## src/rtl/r2r_dac_sequencer.sv

```systemverilog
// r2r_dac_sequencer: update-rate sequencer for an 8-bit R2R DAC.
// A reloadable down-counter produces a sample tick. On each tick the DAC code
// is refreshed from the external data bus or from an internal generator.
// Optional build macro R2R_TRIANGLE_EN turns the internal ramp into a triangle
// wave (adds a direction register). The port list is identical in both builds.
module r2r_dac_sequencer #(
  parameter int DIV_W     = 8,
  parameter int DIV_RESET = 9
) (
  input  logic       clk,
  input  logic       rst,
  input  logic       ext_data,
  input  logic       load_divider,
  input  logic [7:0] data,
  output logic [7:0] r2r_out,
  output logic       tick
);

  localparam logic [DIV_W-1:0] DIV_RESET_V = DIV_W'(DIV_RESET);

  logic [DIV_W-1:0] reload_reg, reload_next;
  logic [DIV_W-1:0] cnt_reg, cnt_next;
  logic             load_prev_reg;
  logic [7:0]       code_reg, code_next;
  logic             tick_reg, tick_next;
  logic [7:0]       gen_code;
  logic             load_edge;

  // A held-high load_divider only acts on its first cycle.
  assign load_edge = load_divider & ~load_prev_reg;

`ifdef R2R_TRIANGLE_EN
  // dir_reg = 1 means the triangle is rising.
  logic dir_reg, dir_next, gen_dir;

  // Triangle generator: peaks 255 and 0 are emitted once, then direction flips.
  always_comb begin
    gen_dir  = dir_reg;
    gen_code = code_reg;
    if (ext_data) begin
      gen_code = data;
    end else if (dir_reg) begin
      if (code_reg == 8'hFF) begin
        gen_code = 8'hFE;
        gen_dir  = 1'b0;
      end else begin
        gen_code = code_reg + 8'd1;
      end
    end else begin
      if (code_reg == 8'h00) begin
        gen_code = 8'h01;
        gen_dir  = 1'b1;
      end else begin
        gen_code = code_reg - 8'd1;
      end
    end
  end
`else
  // Ramp generator: wraps 255 -> 0, continues from whatever code is showing.
  always_comb begin
    gen_code = ext_data ? data : code_reg + 8'd1;
  end
`endif

  // Divider and code update: load edge beats a due tick, which beats counting.
  always_comb begin
    reload_next = reload_reg;
    cnt_next    = cnt_reg;
    code_next   = code_reg;
    tick_next   = 1'b0;
`ifdef R2R_TRIANGLE_EN
    dir_next    = dir_reg;
`endif
    if (load_edge) begin
      reload_next = DIV_W'(data);
      cnt_next    = DIV_W'(data);
    end else if (cnt_reg == '0) begin
      cnt_next  = reload_reg;
      tick_next = 1'b1;
      code_next = gen_code;
`ifdef R2R_TRIANGLE_EN
      dir_next  = gen_dir;
`endif
    end else begin
      cnt_next = cnt_reg - DIV_W'(1);
    end
  end

  // State registers; rst restores the power-on divider and clears the code.
  always_ff @(posedge clk) begin
    if (rst) begin
      reload_reg    <= DIV_RESET_V;
      cnt_reg       <= DIV_RESET_V;
      load_prev_reg <= 1'b0;
      code_reg      <= 8'h00;
      tick_reg      <= 1'b0;
`ifdef R2R_TRIANGLE_EN
      dir_reg       <= 1'b1;
`endif
    end else begin
      reload_reg    <= reload_next;
      cnt_reg       <= cnt_next;
      load_prev_reg <= load_divider;
      code_reg      <= code_next;
      tick_reg      <= tick_next;
`ifdef R2R_TRIANGLE_EN
      dir_reg       <= dir_next;
`endif
    end
  end

  assign r2r_out = code_reg;
  assign tick    = tick_reg;

endmodule

```

## config.mk

```make
export PLATFORM = sky130hd
export DESIGN_NAME = r2r_dac_sequencer
export DESIGN_NICKNAME = d
export VERILOG_FILES = /design/src/rtl/r2r_dac_sequencer.sv
export SDC_FILE = /design/constraint.sdc
export NUM_CORES = 1
export LEC_CHECK = 0
export CORE_MARGIN = 2
export CORE_UTILIZATION = 25
export DETAILED_ROUTE_END_ITERATION = 10
export PLACE_DENSITY = 0.48
export SETUP_SLACK_MARGIN = 0.1
export SLEW_MARGIN = 20
export SYNTH_ARGS = -nofsm -noshare
export SYNTH_HDL_FRONTEND = slang
export SYNTH_SLANG_ARGS = --single-unit
```

## constraint.sdc

```tcl
create_clock -name clk -period 2.1 [get_ports clk]
set_input_delay 0.42 -clock clk [delete_from_list [all_inputs] [get_ports clk]]
set_output_delay 0.42 -clock clk [all_outputs]
set_load 0.02 [all_outputs]
```

Yosys cells after proc, flatten, opt, wreduce, memory -nomap -nowiden --
Cells that the tools add are included.
Cells by class: order comparisons 0, multiply operators 0, bitwise gates (word level) 3, multiplexer cells 4, reduce and logical (&&, ||, !) cells 3, div/mod/pow operators 0, equality and inequality tests 0, $add $sub $neg 2, shift-type cells 0
Operators by type and width (count):
- $mux W8 | 3
- $add A8 B1 Y8 const B | 1
- $logic_not A8 Y1 | 1
- $sub A8 B1 Y8 const B | 1
- $not A1 Y1 | 2
- $reduce_and A2 Y1 | 1
- $reduce_or A2 Y1 | 1
- $and A1 B1 Y1 | 1
- $mux W1 | 1
Storage, ports and cells: output and inout bits 9, bits in writable memories 0, bits in read-only memories 0, bits in registers 26, memories kept 0, bits in latches 0

Longest topological paths before layout --
Gate-level depths: netlist (run 1).
word-level depth 4, gate-level depth with buffers 8, depth with buffers taken out 6

Least setup slack after synthesis (run 1) --
OpenSTA, ideal clock, no wires.
kind reg2reg, from reg cnt_reg[4], to reg code_reg[0] (netlist: r2r_out[0]), arrival 2.005 ns, cell stages (with the launch flop) 7, path slack 0.021 ns, clock period less this slack 2.079 ns, setup time 0.074 ns, path buffers 2, cells stage by stage dfxtp_1 or4_4 buf_6 or4_1 buf_2 or3_1 a31oi_1
On the way: longest elaborated chain between the ends 2
RTL lines:
- start, declared | line 22 | logic [DIV_W-1:0] cnt_reg, cnt_next;
- start signal, assigned | line 102 | cnt_reg <= cnt_next;
- $logic_not A8 Y1 | line 77 | end else if (cnt_reg == '0) begin
- $reduce_and A2 Y1 (no line)
- end signal, assigned | line 104 | code_reg <= code_next;
- end, declared | line 24 | logic [7:0] code_reg, code_next;
No other way between the ends. A chain may end at the register's enable or synchronous reset.

Worst setup path in the final report (run 1) --
from reg cnt_reg[5], to reg code_reg[0] (netlist: r2r_out[0])
The elaborated chain is that of the path after synthesis.

==> metrics.txt, run 1 <==
Worst path slowest cell=or4_4; first-pass GRT wire length=6030 um; # nets final=slightly above 200; register area share after synthesis=40.1%; Primary FF master, synth=dfxtp_1; Inst Count DP=250; CTS Buf Count=3; vias per inst=a little under 5; Placeable Area=0.00504 mm^2; Max VDD drop=0.233 mV; CTS root buf=clkbuf_8; register area=around 520 um^2; critical path's largest stage delay=~0.53 ns; Die ar.=between 0.005 and 0.006 mm^2; Total GRT Usage=between 10 and 15%; DRC errors left=0; CTS tree=built; HPWL after DPL=approximately 2500 um; WS Path Type=reg2reg; clock latency on the worst-skew pair=between 0.2 and 0.3 ns; Hold/Removal Path Class=reg2reg; Buf+Inv Stages, Crit Path=0; leakage=~0.00060 uW; post-synthesis cell type count=35; commonest non-fill, non-tap cell in the layout=nand2_1; final setup margin=between 0.2 and 0.25 ns; final period demand of the worst path=approximately 1.9 ns; Mapped Area=approximately 0.0013 mm^2; WP data required=approximately 2.3 ns; area grow syn2layout=30.4%; GR Overflow Total=0; Crit path arrival time=2.09 ns; area leader, netlist=dfxtp_1; Design Area, Final=~0.0017 mm^2; layout cells sized above 1=between 10% and 20%; fill cell count=between 500 and 600; Vias=1269; routed length per placed instance=~14 um; RSZ-0062 raised after global routing=false; worst-margin pin slew=0.365 ns; htree depth=1; kind of start point of the critical path=flip-flop; Layout Cells excl Fill=between 200 and 300; CP delay by family, top=simple AND/OR/NAND/NOR gates; CP Capture Type=flip-flop; Die Wd=around 76 um; GPL Wtd Cong=approximately 0.84; antenna cells=0; initial antenna violation count=0; Pwr per Cell Area=about 630 mW/mm^2; critical-path cell list=or4_4, or4_4, or3_1, a31oi_1; io pins=21; DP Area=0.00161 mm^2; PortBufs=20; largest net degree at the start of global routing=23; Hold-fix buffers, CTS=0; first-pass iteration count of the detailed router=4; final wirelength=between 3000 and 4000 um; register bit total from synthesis=26; post-synth top area share=roughly 40%; Initial DRC Count=130; Yosys warning total=0; outcome=completed; critical path peak fanout=7; final setup fails=0; Synth area leaders=dfxtp_1 40%, nand2_1 9.3%, a21oi_1 5.4%; ys async rst share=0%; Longest Clk Path Bufs=2; Clock Skew=0.00362 ns; Final ANT Viol Nets=0; Final Max Tran Viols=0; endpoints failing hold=0; Die Y=about 76 um; number of synthesized flops with an enable pin=0; commonest cells after routing, fill and taps aside=32 x nand2_1, 26 x dfxtp_1, 20 x clkdlybuf4s50_1; Top cell by count, worst path=or4_4; Syn Inst Count=between 150 and 200; # rows=26; Post-Place Setup Slack=-0.0948 ns; area of the multi-input gates=723 um^2; Final Cycle Share=roughly 90%; Fin Setup TNS=0 ns; clk sinks=26; Initial Util=around a quarter; final core occ=33.5%; Slew HR=about 76%; max cap viols=0; Synth Net Count=176; vias in the first global route=around 1300; Syn Area/Cell=between 8 and 9 um^2; Fmax=532 MHz; CTS clk-pin slew, worst paths=0.09 ns
-- logic make-up (layout without fill, tap and decap cells) --
logic type	count (synthesis)	in the layout	synth area share (%)
AND/OR/NAND/NOR	63	63	23.6
adder cells (fa/ha/maj)	3	3	2.89
multiplexers	6	6	4.63
XOR/XNOR	4	4	2.70
buffers and inverters	15	40	5.11
AO/OA/AOI/OAI	44	44	20.9
flip-flops	26	26	40.1
-- what timing repair did --
item                                    4_1_cts  5_1_grt
cloned                                        0        1
endpoints found under the setup margin        1        2
gates resized for setup                       1        1
pin swaps                                     0        2
setup buffers                                 0        1
-- power breakdown --
group	internal, uW	leakage (uW)	switching [uW]
sequential	521	0.000213	28.1
combinational	91.3	0.000359	101
clock	168	0.0000288	163
-- tightest hold or removal path: cells and delay by family, from the launching register on --
family,cells,cell delay [ns]
DFF,1,0.32
and+or+nand+nor,2,0.09
-- cell type report --
cell class | count | area share (%)
Tap cell | 70 | 5.18
Multi-Input combinational cell | 120 | 42.8
Inverter | 5 | 1.11
Timing Repair Buffer | 31 | 16.9
Sequential cell | 26 | 30.8
Clock buffer | 4 | 3.25
-- Yosys cell counts, types with 2 or more instances --
| cell type | n |
|---|---|
| clkbuf_1 | 7 |
| a31oi_1 | 3 |
| nor3_1 | 2 |
| dfxtp_1 | 26 |
| or3_1 | 2 |
| a211oi_1 | 3 |
| o21ai_0 | 10 |
| nand3_1 | 5 |
| mux2i_1 | 6 |
| o41ai_1 | 3 |
| nand2b_1 | 2 |
| o31ai_1 | 2 |
| nor2b_1 | 2 |
| buf_2 | 2 |
| nand2_1 | 32 |
| nand4_1 | 3 |
| ha_1 | 3 |
| nor2_1 | 7 |
| inv_1 | 5 |
| o22ai_1 | 4 |
| nor3b_1 | 2 |
| a21oi_1 | 14 |
| xor2_1 | 4 |
-- worst paths after layout --
| check | end | cells past startpoint | slack (ns) | startpoint |
|---|---|---|---|---|
| worst max-delay path | r2r_out[0] | 4 | 0.22 | cnt_reg[5] |
| worst min-delay path | reload_reg[0] | 2 | 0.45 | reload_reg[0] |
| worst max register to register | r2r_out[0] | 4 | 0.22 | cnt_reg[5] |
| worst min register to register | reload_reg[0] | 2 | 0.45 | reload_reg[0] |
-- through the flow --
step / total power (uW) / hold WS (ns)
after CTS: 1080 / 0.454
after floorplan: 675 / 0.422
after global routing: 1120 / 0.488
final: 1070 / 0.450
after global placement: 742 / 0.437
after detailed placement: 745 / 0.439
-- layer usage --
layer	global-route usage, %	up-vias	share of wire (%)
met3	2.37	7	3.5
li1	-	624	-
met2	20.3	30	45
met1	16.8	608	49
met4	6.18	0	2.4
met5	0	-	0
(Power assumes the default switching activity.)
==> inputs of run 2 (changes only) <==
- GPL_TIMING_DRIVEN: default -> 0
==> metrics.txt, run 2 (synthesis results as in run 1) <==
Pwr per Cell Area=677 mW/mm^2 (+6.7%); final setup fails=1 (+1); WP data required=2.31 ns (about the same); Layout Cells excl Fill=260 (+1.6%); Clock Skew=0.00260 ns (-0.00102 ns); failing checks=setup timing; clock latency on the worst-skew pair=0.28 ns (about the same); reg2reg start=cnt_reg[5]; leakage=0.000609 uW (+1.4%); CTS Buf Count=3 (unchanged); RSZ-0062 raised after global routing=true; vias per inst=4.91 (-0.92%); r2r endpoint=r2r_out[0]; Final Max Tran Viols=0 (unchanged); CP Capture Type=flip-flop; Initial Util=25.7% (unchanged); vias in the first global route=1252 (-0.32%); endpoints failing hold=0 (unchanged); critical path peak fanout=7 (unchanged); largest net degree at the start of global routing=16 (-30%); Placeable Area=0.00504 mm^2 (unchanged); overall power=1170 uW (+8.8%); antenna cells=0 (unchanged); Total GRT Usage=12.6% (-0.14 points); GPL Wtd Cong=0.725 (-14%); # nets final=206 (+2.0%); reg2reg setup slack=-0.008 ns (-0.23 ns); Fmax=474 MHz (-11%); Longest Clk Path Bufs=2 (unchanged); Die Y=76.0 um (unchanged); final wirelength=3450 um (-4.9%); worst-margin pin slew=0.595 ns (+0.230 ns); final period demand of the worst path=2.11 ns (+0.228 ns); Final ANT Viol Nets=0 (unchanged); crit path to=r2r_out[0]; PortBufs=19 (-5.0%); first-pass GRT wire length=6010 um (-0.35%); htree depth=1 (unchanged); GR peak layer=met2; Crit path arrival time=2.32 ns (+0.23 ns); area of the multi-input gates=731 um^2 (+1.0%); Die ar.=0.00578 mm^2 (unchanged); fill cell count=550 (+0.92%); area grow syn2layout=33.0%; Slew HR=60.1% (-16 points); # rows=26 (unchanged); hold path cells=2 (unchanged); first-pass iteration count of the detailed router=4 (unchanged); R2R cell count=6 (+2); clk sinks=26 (unchanged); Vias=1277 (+0.63%); register area=523 um^2 (+0.48%); Die Wd=76.0 um (unchanged); outcome=finished, violations left; routed length per placed instance=13.3 um (-6.3%); Hold/Removal Path Class=reg2reg; Hold-fix buffers, CTS=0 (unchanged); commonest non-fill, non-tap cell in the layout=nand2_1; CTS tree=built; met2 layer usage reported by global route=19.4% (-0.89 points); io pins=21 (unchanged); WS Path Type=reg2reg; Max VDD drop=0.202 mV (-13%); Final Cycle Share=100% (+11 points); critical path launch point=cnt_reg[5]; global routing usage on met3=3.44% (+1.1 points); layout cells sized above 1=12.1% (+1.4 points); kind of start point of the critical path=flip-flop; Inst Count DP=250 (unchanged); DRC errors left=0 (unchanged); max cap viols=0 (unchanged); CTS root buf=clkbuf_8; GR Overflow Total=0 (unchanged); met1 GRT Util=17.5% (+0.68 points); initial antenna violation count=0 (unchanged); CTS clk-pin slew, worst paths=0.09 ns (about the same); final setup margin=-0.00814 ns (-0.228 ns); Initial DRC Count=75 (-42%); commonest cells after routing, fill and taps aside=32 x nand2_1, 24 x dfxtp_1, 19 x clkdlybuf4s50_1; HPWL after DPL=2520 um (-0.67%)
## run 2: critical path, stage by stage, from the launching register on
cell and delay [ns]:
dfxtp_2 0.33, or4_4 0.52, buf_6 0.14, or4_4 0.47
buf_6 0.15, or3_1 0.30, a31oi_1 0.12
## run 2: per-stage QoR
stage / cell area (um^2) / setup TNS (ns) / hold WS, ns / setup WS [ns] / util (%)
finish: 1730 / -0.00814 / 0.450 / -0.00814 / 34.2
global placement: 1580 / -1.67 / 0.433 / -0.324 / 31.2
global route: 1730 / -0.152 / 0.472 / -0.104 / 34.2
floorplan: 1300 / 0 / 0.422 / 0.0639 / -
CTS: 1680 / -0.0161 / 0.453 / -0.0161 / 33.4
detailed placement: 1580 / -1.64 / 0.438 / -0.330 / 31.2
## run 2: report_power, final
part / total, uW / switching, uW / internal, uW / leakage, uW
clock: 423 / 168 / 255 / 0.0000357
combinational: 201 / 107 / 93.9 / 0.000360
sequential: 543 / 21.8 / 522 / 0.000214
total: 1170 / 297 / 871 / 0.000609
## run 2: layout make-up
type,instances,area share (%)
sequential,26,30.3
timing repair buffer,25,13.9
buffer,10,3.19
inverter,5,1.09
tap,70,5.08
multi-input combinational,120,42.3
clock buffer,3,2.39
clock inverter,1,1.74
## run 2: how the worst min path moves through the flow
stage	slack (ns)	endpoint	start
CTS	0.45	reload_reg[3]	reload_reg[3]
floorplan	0.42	reload_reg[0]	reload_reg[0]
finish	0.45	reload_reg[0]	reload_reg[0]
detailed placement	0.44	reload_reg[3]	reload_reg[3]
global route	0.47	reload_reg[3]	reload_reg[3]
global placement	0.43	reload_reg[3]	reload_reg[3]
## run 2: routing by layer
layer / up-vias / share of wire [%]
met2: 37 / 45
met4: 0 / 1.1
met3: 4 / 6.1
met1: 604 / 48
li1: 632 / -
met5: - / 0
## run 2: timing repair
action | CTS | global route
gates resized for setup | 6 | 7
hold endpoints to repair | 0 | 0
endpoints found under the setup margin | 13 | 18
gates cloned | 0 | 0
buffers inserted | 2 | 4
pin swaps | 0 | 4
